===== src/rtl/fifo_stream_pkg.sv =====
// Shared widths and word layout for the async_fifo read-side stream adapter.
package fifo_stream_pkg;

  localparam int unsigned FIFO_DATA_W = 9;
  localparam int unsigned LAST_BIT    = 8;
  localparam int unsigned PAYLOAD_W   = FIFO_DATA_W - 1;

  typedef logic [PAYLOAD_W-1:0] payload_t;

  typedef struct packed {
    logic     last;
    payload_t data;
  } fifo_word_t;

endpackage


===== src/rtl/stream_ring_buf.sv =====
// Circular buffer with occupancy level; non-power-of-two depths wrap explicitly.
module stream_ring_buf #(
  parameter int unsigned W     = 9,
  parameter int unsigned DEPTH = 2,
  localparam int unsigned LVL_W = $clog2(DEPTH + 1),
  localparam int unsigned PTR_W = (DEPTH > 1) ? $clog2(DEPTH) : 1
) (
  input  logic             clk,
  input  logic             rst_n,
  input  logic             push,
  input  logic             pop,
  input  logic [W-1:0]     wdata,
  output logic [W-1:0]     rdata,
  output logic [LVL_W-1:0] level
);

  logic [W-1:0]     mem [DEPTH];
  logic [PTR_W-1:0] wr_ptr;
  logic [PTR_W-1:0] rd_ptr;

  function automatic logic [PTR_W-1:0] ptr_inc(input logic [PTR_W-1:0] p);
    return (p == PTR_W'(DEPTH - 1)) ? '0 : p + PTR_W'(1);
  endfunction

  assign rdata = mem[rd_ptr];

  // Storage, pointers and level; pop is only ever requested while level != 0.
  always_ff @(posedge clk or negedge rst_n) begin
    if (!rst_n) begin
      for (int i = 0; i < DEPTH; i++) mem[i] <= '0;
      wr_ptr <= '0;
      rd_ptr <= '0;
      level  <= '0;
    end else begin
      assert (level <= LVL_W'(DEPTH))
        else $error("stream_ring_buf level %0d exceeds depth %0d", level, DEPTH);
      assert (!(push && !pop && level == LVL_W'(DEPTH)))
        else $error("stream_ring_buf push into full buffer");
      if (push) begin
        mem[wr_ptr] <= wdata;
        wr_ptr      <= ptr_inc(wr_ptr);
      end
      if (pop) rd_ptr <= ptr_inc(rd_ptr);
      unique case ({push, pop})
        2'b10:   level <= level + LVL_W'(1);
        2'b01:   level <= level - LVL_W'(1);
        default: level <= level;
      endcase
    end
  end

endmodule


===== src/rtl/fifo_rd_stream_adapter.sv =====
// Turns the async_fifo registered-read interface into a valid/ready stream
// using credit-based prefetch into a small ring buffer.
module fifo_rd_stream_adapter
  import fifo_stream_pkg::*;
#(
  parameter int unsigned DATA_W    = FIFO_DATA_W,
  parameter int unsigned RD_LAT    = 1,
  parameter int unsigned BUF_DEPTH = 2,
  parameter int unsigned CNT_W     = 16,
  localparam int unsigned LVL_W    = $clog2(BUF_DEPTH + 1)
) (
  input  logic              rclk,
  input  logic              rrst_n,
  input  logic              fifo_empty,
  input  logic [DATA_W-1:0] fifo_rdata,
  output logic              fifo_read_en,
  output logic              m_valid,
  input  logic              m_ready,
  output logic [DATA_W-2:0] m_data,
  output logic              m_last,
  output logic [LVL_W-1:0]  buf_level,
  output logic [CNT_W-1:0]  frame_cnt
);

  localparam int unsigned IF_W  = $clog2(RD_LAT + 1);
  localparam int unsigned SUM_W = LVL_W + 1;

  if (RD_LAT < 1 || BUF_DEPTH < RD_LAT + 1) begin : g_bad_cfg
    $error("fifo_rd_stream_adapter: need RD_LAT >= 1 and BUF_DEPTH >= RD_LAT+1");
  end

  logic              run;
  logic [RD_LAT-1:0] pipe;
  logic [IF_W-1:0]   inflight;
  logic [DATA_W-1:0] head;
  logic              pop;

  always_comb begin
    inflight = '0;
    for (int i = 0; i < RD_LAT; i++) inflight = inflight + IF_W'(pipe[i]);
  end

  // Credit counts words already buffered plus words still in flight; a same-cycle
  // pop is deliberately not credited so m_ready never reaches fifo_read_en.
  always_comb begin
    fifo_read_en = run && !fifo_empty &&
                   ((SUM_W'(buf_level) + SUM_W'(inflight)) < SUM_W'(BUF_DEPTH));
  end

  assign pop     = m_valid && m_ready;
  assign m_valid = (buf_level != '0);
  assign m_data  = head[DATA_W-2:0];
  assign m_last  = head[DATA_W-1];

  always_ff @(posedge rclk or negedge rrst_n) begin
    if (!rrst_n) begin
      run       <= 1'b0;
      pipe      <= '0;
      frame_cnt <= '0;
    end else begin
      run  <= 1'b1;
      pipe <= RD_LAT'({pipe, fifo_read_en});
      if (pop && m_last) frame_cnt <= frame_cnt + CNT_W'(1);
    end
  end

  stream_ring_buf #(
    .W     (DATA_W),
    .DEPTH (BUF_DEPTH)
  ) u_buf (
    .clk   (rclk),
    .rst_n (rrst_n),
    .push  (pipe[RD_LAT-1]),
    .pop   (pop),
    .wdata (fifo_rdata),
    .rdata (head),
    .level (buf_level)
  );

endmodule

===== config.mk =====
export PLATFORM = sky130hd
export DESIGN_NAME = fifo_rd_stream_adapter
export DESIGN_NICKNAME = d
export VERILOG_FILES = /design/src/rtl/fifo_stream_pkg.sv /design/src/rtl/stream_ring_buf.sv /design/src/rtl/fifo_rd_stream_adapter.sv
export SDC_FILE = /design/constraint.sdc
export NUM_CORES = 1
export LEC_CHECK = 0
export ABC_AREA = 1
export CELL_PAD_IN_SITES_DETAIL_PLACEMENT = 0
export CELL_PAD_IN_SITES_GLOBAL_PLACEMENT = 1
export CORE_ASPECT_RATIO = 0.6
export CORE_UTILIZATION = 40
export DETAILED_ROUTE_END_ITERATION = 8
export PLACE_DENSITY = 0.86
export SYNTH_ARGS = -nofsm -noshare
export SYNTH_HDL_FRONTEND = slang
export SYNTH_HIERARCHICAL = 1
export SYNTH_SLANG_ARGS = --single-unit

===== constraint.sdc =====
create_clock -name rclk -period 3.25 [get_ports rclk]
set_input_delay 0.65 -clock rclk [delete_from_list [all_inputs] [get_ports rclk]]
set_output_delay 0.65 -clock rclk [all_outputs]
set_load 0.02 [all_outputs]

==> Yosys cells after proc, flatten, opt, wreduce, memory -nomap -nowiden <==
Index checks and enable logic that the tools add are counted.
{ "totals": {"ff_bits": 40, "latch_bits": 0, "ram_bits": 0, "romBits": 0, "inputBits": 13, "elab_cells": 39, "n_memories": 0} }
{ "op_classes": {"addsub": 6, "multipliers": 0, "div_mod_pow": 0, "n_lt_le_gt_ge": 4, "eq_ne": 2, "n_shift": 0, "muxes": 9, "bitwise": 2, "reduce_logical": 8} }
{ "op_table": {"columns": ["cell", "count"], "rows": [
  ["9-bit 2-to-1 mux", 4],
  ["18-bit bitwise mux", 1],
  ["16-bit by 1-bit adder with 16-bit output, second input constant", 1],
  ["9-bit demux with 1-bit select", 1],
  ["1-bit logical AND", 5],
  ["2-bit greater-or-equal comparator, second input constant", 2],
  ["1-bit NOT with 2-bit output", 2],
  ["2-bit case mux with 2 select lines", 1],
  ["2-bit nonzero test", 2],
  ["2-bit by 1-bit adder with 3-bit output", 1],
  ["3-bit by 2-bit < comparator with 1-bit output, second input constant", 1],
  ["1-bit adder, second input constant", 2],
  ["2-bit by 1-bit adder with 2-bit output, second input constant", 1],
  ["2-bit by 1-bit == test with 1-bit output, second input constant", 1],
  ["2-bit == test, second input constant", 1],
  ["2-bit by 1-bit < comparator with 1-bit output, second input constant", 1],
  ["1-bit 2-to-1 mux", 2],
  ["2-bit by 1-bit subtractor with 2-bit output, second input constant", 1],
  ["1-bit logical NOT", 1]
]} }

==> Logic depth before layout (Yosys ltp) <==
Gate-level depths: netlist of run 1.
{ "depth": {"ltp_word": 6, "depth_mapped": 10} }

==> Modules after synthesis <==
Netlist of run 1, hierarchy kept.
{ "modules_own_cells": {"columns": ["mod", "n_inst", "cells_each", "area_each_um2"], "rows": [
  ["stream_ring_buf", 1, 117, 1017.2],
  ["fifo_rd_stream_adapter", 1, 123, 970.9]
]} }

==> Least setup slack after synthesis of run 1 <==
No wires, ideal clock.
{ "synth_timing": {"path_type": "register -> register", "startpoint": "register u_buf.rd_ptr", "endpoint": "register frame_cnt[8]", "setup_time_ns": 0.119, "t_arrival_ns": 1.859, "path_slack_ns": 1.272, "path_stages_with_launch": 8, "path_buffers": 1, "synth_period_minus_slack_ns": 1.978, "path_cell_list": "dfrtp_1 buf_2 o21ai_0 inv_1 nor3_2 nand2_1 o21ai_1 nand2_1"} }
{ "synth_via": {"elab_chain_cells": 5} }
{ "synth_rtl": {"columns": ["item", "line", "source"], "rows": [
  ["start: declaration", "stream_ring_buf.sv:19", "logic [PTR_W-1:0] rd_ptr;"],
  ["start signal: assignment", "stream_ring_buf.sv:43", "if (pop) rd_ptr <= ptr_inc(rd_ptr);"],
  ["1-bit NOT with 2-bit output (implied by the code)", "stream_ring_buf.sv:25", "assign rdata = mem[rd_ptr];"],
  ["9-bit 2-to-1 mux (implied by the code) (3 in series)", "stream_ring_buf.sv:25", null],
  ["net m_last", "fifo_rd_stream_adapter.sv:20", "output logic m_last,"],
  ["1-bit logical AND", "fifo_rd_stream_adapter.sv:63", "if (pop && m_last) frame_cnt <= frame_cnt + CNT_W'(1);"],
  ["end signal: assignment", "fifo_rd_stream_adapter.sv:63", null],
  ["end: declaration", "fifo_rd_stream_adapter.sv:22", "output logic [CNT_W-1:0] frame_cnt"]
]} }
The timed path passes the listed nets, and every way through them passes these cells. The select of a mux whose other input is x is not followed.
A chain may end at the register's enable or synchronous reset.

==> Final worst setup path of run 1 <==
{ "layout_timing": {"startpoint": "input fifo_empty", "endpoint": "output fifo_read_en"} }
{ "layout_via": {"elab_chain_cells": 3} }
{ "layout_rtl": {"columns": ["item", "line", "source"], "rows": [
  ["start: declaration", "fifo_rd_stream_adapter.sv:14", "input logic fifo_empty,"],
  ["1-bit logical NOT", "fifo_rd_stream_adapter.sv:46", "fifo_read_en = run && !fifo_empty &&"],
  ["1-bit logical AND (2 in series)", "fifo_rd_stream_adapter.sv:46", null],
  ["end: declaration", "fifo_rd_stream_adapter.sv:16", "output logic fifo_read_en,"]
]} }
No other way between the ends.

==> implementation parameters, run 1 <==
Parameter                              Value

Global route
  Total global-route track usage ... 17.2%
  Number of antenna violations at the first check in global routing ... 0
  Vias in the first global route ... approximately 1,500
  Global-route wire length before repair ... between 6000 and 7000 µm
  Total grt overflow ... 0
  Largest net degree at the start of global routing ... 41

Clocking
  H-tree depth ... 2
  CTS buffer count ... 5
  Number of clock sinks ... 40
  Post-CTS Repair Setup Buffers ... 0
  Clock tree from TritonCTS ... done
  Count of cells resized by post-cts repair ... 0
  Count of hold buffers inserted by post-cts repair ... 0
  Clk buf depth ... 2
  Cell at the root of the clock tree ... sky130_fd_sc_hd__clkbuf_8
  Clock Latency Late Sink ... 0.29 ns
  Post-CTS clock slew at the launch and capture registers of the worst setup and hold paths ... approximately 0.08 ns

Worst setup path
  Cell breakdown of the critical path ... clkdlybuf4s50_1, a211oi_1, clkdlybuf4s50_1
  Most numerous cell on the critical path ... sky130_fd_sc_hd__clkdlybuf4s50_1
  Critical path arrival ... 1.95 ns
  Crit Path Category ... in -> out
  CP max FO ... 2
  Crit-path slowest cell ... sky130_fd_sc_hd__clkdlybuf4s50_1
  Category of the worst setup path launch point ... input port
  Kind of capture point of the worst setup path ... output pin
  Max incr delay on CP ... approximately 0.65 ns
  Required time reported for the critical path endpoint ... between 2 and 3 ns

Timing
  Fmax ... roughly 380 MHz
  Count of endpoints failing hold in the final timing report ... 0
  RSZ-0062 raised after global routing ... false
  Final setup viols ... 0
  Pins Over Slew Limit ... 0
  Max transition margin ... between 40% and 50%
  Layout Skew ... 0.00591 ns
  Shortest period the worst path allows ... around 2.6 ns
  Transition time at the pin with the least slew margin ... 0.894 ns
  Sum of negative setup slack ... 0 ns
  Share of the clock period used by the worst path ... 80.1%

Flow run
  MaxCap Viol Count ... 0

Die
  Ports placed on the boundary ... 42
  Number of cell rows ... 19
  Die Y-Extent ... around 57 µm
  Die Footprint ... 5270 µm²
  Effective utilization at floorplan ... a little over two fifths
  Placeable core region ... between 4000 and 5000 µm²
  Horiz. Die Dim ... 93.0 µm

Synthesis
  EDFF count, synth ... 0
  Largest cells by area after synthesis ... sky130_fd_sc_hd__dfrtp_1 (50%), sky130_fd_sc_hd__nand2_1 (15%), sky130_fd_sc_hd__inv_1 (6.4%)
  Mapped Avg Cell Area ... 8.28 µm²
  Leading register cell type out of synthesis ... sky130_fd_sc_hd__dfrtp_1
  Syn Inst Count ... 240
  Sequential fraction of the synthesis area ... 50.3%
  Post-synthesis instance area ... a little under 2000 µm²
  Ys Warns ... 6
  Net count after synthesis ... 255
  Share of async-settable or async-resettable flops after synthesis ... 100%
  Post-synth top area share ... 50.3%
  Cell variety after synth ... 25
  Cell taking the most area after synthesis ... sky130_fd_sc_hd__dfrtp_1
  Yosys reg bits ... 40

Final layout
  Footprint of the multi-input gates ... 793 µm²
  Area added between synthesis and finish ... 28.8%
  Nets@finish ... 298
  Commonest cells after routing, fill and taps aside ... sky130_fd_sc_hd__nand2_1 (81), sky130_fd_sc_hd__dfrtp_1 (40), sky130_fd_sc_hd__clkdlybuf4s50_1 (40), sky130_fd_sc_hd__inv_1 (34), sky130_fd_sc_hd__o21ai_0 (18)
  Final antenna diode count ... 0
  Area taken by flip-flops and latches ... 1000 µm²
  Layout cell share with drive strength beyond 1 ... 11.0%
  Most common cell after layout, fill and taps aside ... sky130_fd_sc_hd__nand2_1
  Utilization after layout ... 54.7%
  Fill cells ... 448

Route
  Via Count ... 1,542
  Vias per inst ... about 4.5
  Detailed router's first-iteration violation count ... a little under 90
  Number of antenna-violating nets in the routed design ... 0
  Aggregate routed wire length ... 3900 µm
  Count of unresolved DRC violations after routing ... 0
  WL per Instance ... 11.3 µm
  First drt pass iteration count ... 4

Pwr
  Largest voltage drop on the vdd net ... approximately 380 µV
  Pwr dens ... 861 nW/µm²
  Leakage dissipation ... 1.23 nW

Place
  I/O Buffers ... 41
  Placed wire-length estimate after detailed placement ... 2860 µm
  GP Congestion ... 0.742

Outcome
  Outcome ... finished, final reports clean

Hold path
  Worst min-delay path category ... in -> async
## logic make-up after synthesis
kind of cell,Yosys count,share of synthesized area [%]
xor+xnor,8,3.52
fa+ha+maj,2,1.26
flops,40,50.3
simple gates,115,25.8
compound gates,29,9.13
buf+inv,45,9.75
other cells,1,0.189
## stage by stage
stage	setup slack (ns)	power, mW	hold slack [ns]	std cells	area (µm²)
floorplan	1.27	1.37	0.354	240	1990
global placement	0.654	1.73	0.467	339	2430
detailed placement	0.639	1.75	0.468	339	2430
CTS	0.633	2.23	0.488	346	2560
global route	0.588	2.37	0.518	346	2560
finish	0.646	2.20	0.479	346	2560
## report_power, final
| group | total [mW] | internal [mW] | switching (mW) |
|---|---|---|---|
| registers | 0.800 | 0.667 | 0.133 |
| logic | 0.932 | 0.420 | 0.512 |
| clock network | 0.473 | 0.302 | 0.171 |
| total | 2.20 | 1.39 | 0.815 |
## final timing paths
kind | start | to | slack (ns) | cells after the start
worst min register to register | u_buf/mem[12] | u_buf/mem[12] | 0.48 | 2
worst max register to register | u_buf/rd_ptr | frame_cnt[8] | 1.58 | 8
min in group rclk | u_buf/mem[12] | u_buf/mem[12] | 0.48 | 2
worst min-delay path | rrst_n | u_buf/mem[13] | 0.48 | 1
worst max-delay path | fifo_empty | fifo_read_en | 0.65 | 3
max in group asynchronous | rrst_n | frame_cnt[12] | 2.21 | 1
## worst max-delay path: cells and delay by family
kind / cells / cell delay, ns
AO/OA/AOI/OAI: 1 / 0.25
buffers and inverters: 2 / 1.05
## metal layers
metal / part of all wire (%) / GRT usage [%]
met1: 55 / 25.4
met2: 41 / 24.2
met3: 3.4 / 4.07
met4: 1.1 / 6.59
met5: 0 / 0
## sequential cells by signal, indices dropped and copies added, names as in the netlist
name and cells:
u_buf/mem 18, frame_cnt 16, u_buf/level 2, pipe 1, run 1, u_buf/rd_ptr 1, u_buf/wr_ptr 1
## layout make-up
cell class                      count  share of cell area (%)
Clock inverter                      2                    2.34
Tap cell                           63                    3.08
Sequential cell                    40                    39.1
Inverter                           39                    5.72
Multi-Input combinational cell    155                    31.0
Timing Repair Buffer               42                    16.1
Clock buffer                        5                    2.69
## cell usage after synthesis, drive strengths merged (2+ instances only)
cell type / n
nand2: 83
xor2: 4
buf: 5
inv: 39
nand3: 8
o21ai: 28
dfrtp: 40
nand3b: 4
nand4: 4
ha: 2
xnor2: 4
nor2: 14
(Power assumes the default switching activity.)
==> inputs of run 2 (changes only) <==
--- a/config.mk
+++ b/config.mk
@@ -9,9 +9,9 @@
 export CELL_PAD_IN_SITES_DETAIL_PLACEMENT = 0
 export CELL_PAD_IN_SITES_GLOBAL_PLACEMENT = 1
 export CORE_ASPECT_RATIO = 0.6
-export CORE_UTILIZATION = 40
+export CORE_UTILIZATION = 37
 export DETAILED_ROUTE_END_ITERATION = 8
-export PLACE_DENSITY = 0.86
+export PLACE_DENSITY = 0.81
 export SYNTH_ARGS = -nofsm -noshare
 export SYNTH_HDL_FRONTEND = slang
 export SYNTH_HIERARCHICAL = 1
==> constraint.sdc (replaced) <==
create_clock -name rclk -period 2.7 [get_ports rclk]
set_input_delay 0.54 -clock rclk [delete_from_list [all_inputs] [get_ports rclk]]
set_output_delay 0.54 -clock rclk [all_outputs]
set_load 0.02 [all_outputs]
==> run 2 against run 1 <==
Compared with the run above: non-clock buffer count unchanged; critical path depth unchanged; sequential share of layout area increased by 0.50 points; clock skew shrank 0.0041 ns; sequential cell count did not move; worst setup slack got worse by 0.37 ns; combinational power increased by 17%; final cell count increased by 1.2%; wire length down 3.7%; total power up 13%; die area increased by 7.9%; critical path type unchanged; critical endpoint unchanged; largest cell class unchanged; largest power group unchanged.
==> implementation parameters, run 2 (same netlist as run 1, synthesis figures left out) <==
Parameter                              Value

Final layout
  Layout cell share with drive strength beyond 1 ... 11.3% (+0.31 points)
  Most common cell after layout, fill and taps aside ... sky130_fd_sc_hd__nand2_1
  Fill cells ... 511 (+14%)
  Max reg flops ... 18 (unchanged)
  Final antenna diode count ... 0 (unchanged)
  Final Instance Area ... 2530 µm² (-1.3%)
  Top flop regs ... u_buf/mem (18), frame_cnt (16), u_buf/level (2)
  Area added between synthesis and finish ... 27.2%
  Commonest cells after routing, fill and taps aside ... sky130_fd_sc_hd__nand2_1 (81), sky130_fd_sc_hd__dfrtp_1 (40), sky130_fd_sc_hd__clkdlybuf4s50_1 (40), sky130_fd_sc_hd__inv_1 (34), sky130_fd_sc_hd__o21ai_0 (18)
  Most flop-heavy register ... u_buf/mem
  Nets@finish ... 298 (unchanged)

Clocking
  Clk buf depth ... 2 (unchanged)
  Count of cells resized by post-cts repair ... 0 (unchanged)
  Count of hold buffers inserted by post-cts repair ... 0 (unchanged)
  Number of clock sinks ... 40 (unchanged)
  CTS buffer count ... 5 (unchanged)
  Clock Latency Late Sink ... 0.28 ns (about the same)
  Post-CTS clock slew at the launch and capture registers of the worst setup and hold paths ... 0.07 ns (about the same)
  Clock tree from TritonCTS ... done
  H-tree depth ... 2 (unchanged)
  Post-CTS Repair Setup Buffers ... 0 (unchanged)
  Cell at the root of the clock tree ... sky130_fd_sc_hd__clkbuf_8

Hold path
  Worst min-delay path category ... in -> async

Timing
  Sum of negative setup slack ... 0 ns (unchanged)
  Final setup viols ... 0 (unchanged)
  Count of endpoints failing hold in the final timing report ... 0 (unchanged)
  Transition time at the pin with the least slew margin ... 0.871 ns (-0.0231 ns)
  Max transition margin ... 42.0% (+1.5 points)
  Share of the clock period used by the worst path ... 89.9%
  Layout Skew ... 0.00183 ns (-0.00407 ns)
  Fmax ... between 400 and 500 MHz
  RSZ-0062 raised after global routing ... false
  Pins Over Slew Limit ... 0 (unchanged)
  Shortest period the worst path allows ... 2.43 ns

Worst setup path
  Slack of the worst reg-to-reg path ... 0.85 ns (-0.73 ns)
  Category of the worst setup path launch point ... input port
  Source of the worst register-to-register timing path ... u_buf/rd_ptr
  Required time reported for the critical path endpoint ... 2.16 ns (-0.44 ns)
  Kind of capture point of the worst setup path ... output pin
  Capturing point of the worst reg2reg path ... frame_cnt[8]
  Critical path arrival ... 1.89 ns (-0.06 ns)
  Crit Path Category ... in -> out
  Worst-case reg-to-reg path depth ... 7 (-1)
  CP max FO ... 2 (unchanged)

Route
  WL per Instance ... 10.7 µm (-4.8%)
  Via Count ... 1,568 (+1.7%)
  Count of unresolved DRC violations after routing ... 0 (unchanged)
  Met2 WL post-DR ... 1490 µm (-5.9%)
  Highest layer used for signal routing ... met4
  Met3 routed wirelength ... 203 µm (+55%)
  First drt pass iteration count ... 4 (unchanged)
  Total routed wire length on the met1 layer ... 2030 µm (-5.1%)
  Aggregate routed wire length ... 3750 µm (-3.7%)
  Detailed router's first-iteration violation count ... 98 (+10%)
  Vias per inst ... 4.48 (+0.52%)
  Number of antenna-violating nets in the routed design ... 0 (unchanged)

Pwr
  Switching Fraction ... 38.9% (+2.0 points)
  Pwr dens ... 982 nW/µm² (+14%)
  Share of total power in the clock network ... 16.3% (-5.1 points)
  Leakage dissipation ... 1.22 nW (-1.1%)
  Portion of total power attributed to combinational logic ... 43.8% (+1.5 points)
  Largest voltage drop on the vdd net ... 532 µV (+41%)
  Psw ... 967 µW (+19%)
  Power after layout ... 2.48 mW (+13%)
  Internal Pwr Total ... 1.52 mW (+9.1%)
  Sequential share of power ... 39.9% (+3.6 points)

Die
  Die Y-Extent ... 58.8 µm (+3.8%)
  Placeable core region ... 5100 µm² (+9.0%)
  Effective utilization at floorplan ... 38.9% (-3.5 points)
  Ports placed on the boundary ... 42 (unchanged)
  Horiz. Die Dim ... 96.6 µm (+3.9%)
  Die Footprint ... 5680 µm² (+7.9%)
  Number of cell rows ... 20 (+1)

Place
  I/O Buffers ... 41 (unchanged)
  Placed standard-cell area ... 2440 µm² (+0.15%)
  GP Congestion ... 0.733 (-1.3%)
  Placed wire-length estimate after detailed placement ... 2760 µm (-3.5%)

Global route
  Total grt overflow ... 0 (unchanged)
  Vias in the first global route ... 1,367 (-8.9%)
  Largest net degree at the start of global routing ... 41 (unchanged)
  Total global-route track usage ... 14.7% (-2.5 points)
  Number of antenna violations at the first check in global routing ... 0 (unchanged)
  Global-route wire length before repair ... 6490 µm (-5.7%)

Outcome
  Outcome ... finished, final reports clean

Flow run
  MaxCap Viol Count ... 0 (unchanged)
[run 2: critical path: stages]
cell                              delay (ns)
sky130_fd_sc_hd__clkdlybuf4s50_1        0.40
sky130_fd_sc_hd__a211oi_1               0.29
sky130_fd_sc_hd__clkdlybuf4s50_1        0.66
[run 2: final cells by class]
type                       instances  area (µm²)  share of cell area [%]
sequential                        40        1000                    39.6
multi-input combinational        155         793                    31.4
timing repair buffer              42         413                    16.3
inverter                          39         146                    5.79
clock buffer                       6        82.6                    3.27
tap                               66        82.6                    3.27
clock inverter                     2        10.0                   0.396
[run 2: how the worst max path moves through the flow]
stage,slack (ns),to,cells after the start,from
2_1_floorplan,0.72,frame_cnt[8],7,u_buf/rd_ptr
3_3_place_gp,0.32,fifo_read_en,3,fifo_empty
3_5_place_dp,0.30,fifo_read_en,3,fifo_empty
4_1_cts,0.26,fifo_read_en,3,fifo_empty
5_1_grt,0.09,m_last,3,u_buf/rd_ptr
6_report,0.27,fifo_read_en,3,fifo_empty
[run 2: power by group through the flow]
stage | logic (mW) | clock network [mW] | registers (mW)
floorplan | 0.653 | 0 | 0.994
global placement | 1.09 | 0 | 1.00
detailed placement | 1.10 | 0 | 1.00
CTS | 1.10 | 0.416 | 0.991
global route | 1.20 | 0.444 | 1.03
finish | 1.09 | 0.404 | 0.991
[run 2: metrics by stage]
step	setup slack (ns)	utilization [%]	hold WS [ns]	cells
2_1_floorplan	0.722	-	0.244	240
3_3_place_gp	0.318	47.7	0.466	342
3_5_place_dp	0.296	47.7	0.470	342
4_1_cts	0.261	49.5	0.401	350
5_1_grt	0.0881	49.5	0.429	350
6_report	0.273	49.5	0.365	350
[run 2: metal layers]
layer	vias up	global-route usage [%]
li1	825	-
met4	0	5.76
met3	2	3.80
met5	-	0
met2	30	19.3
met1	711	22.6
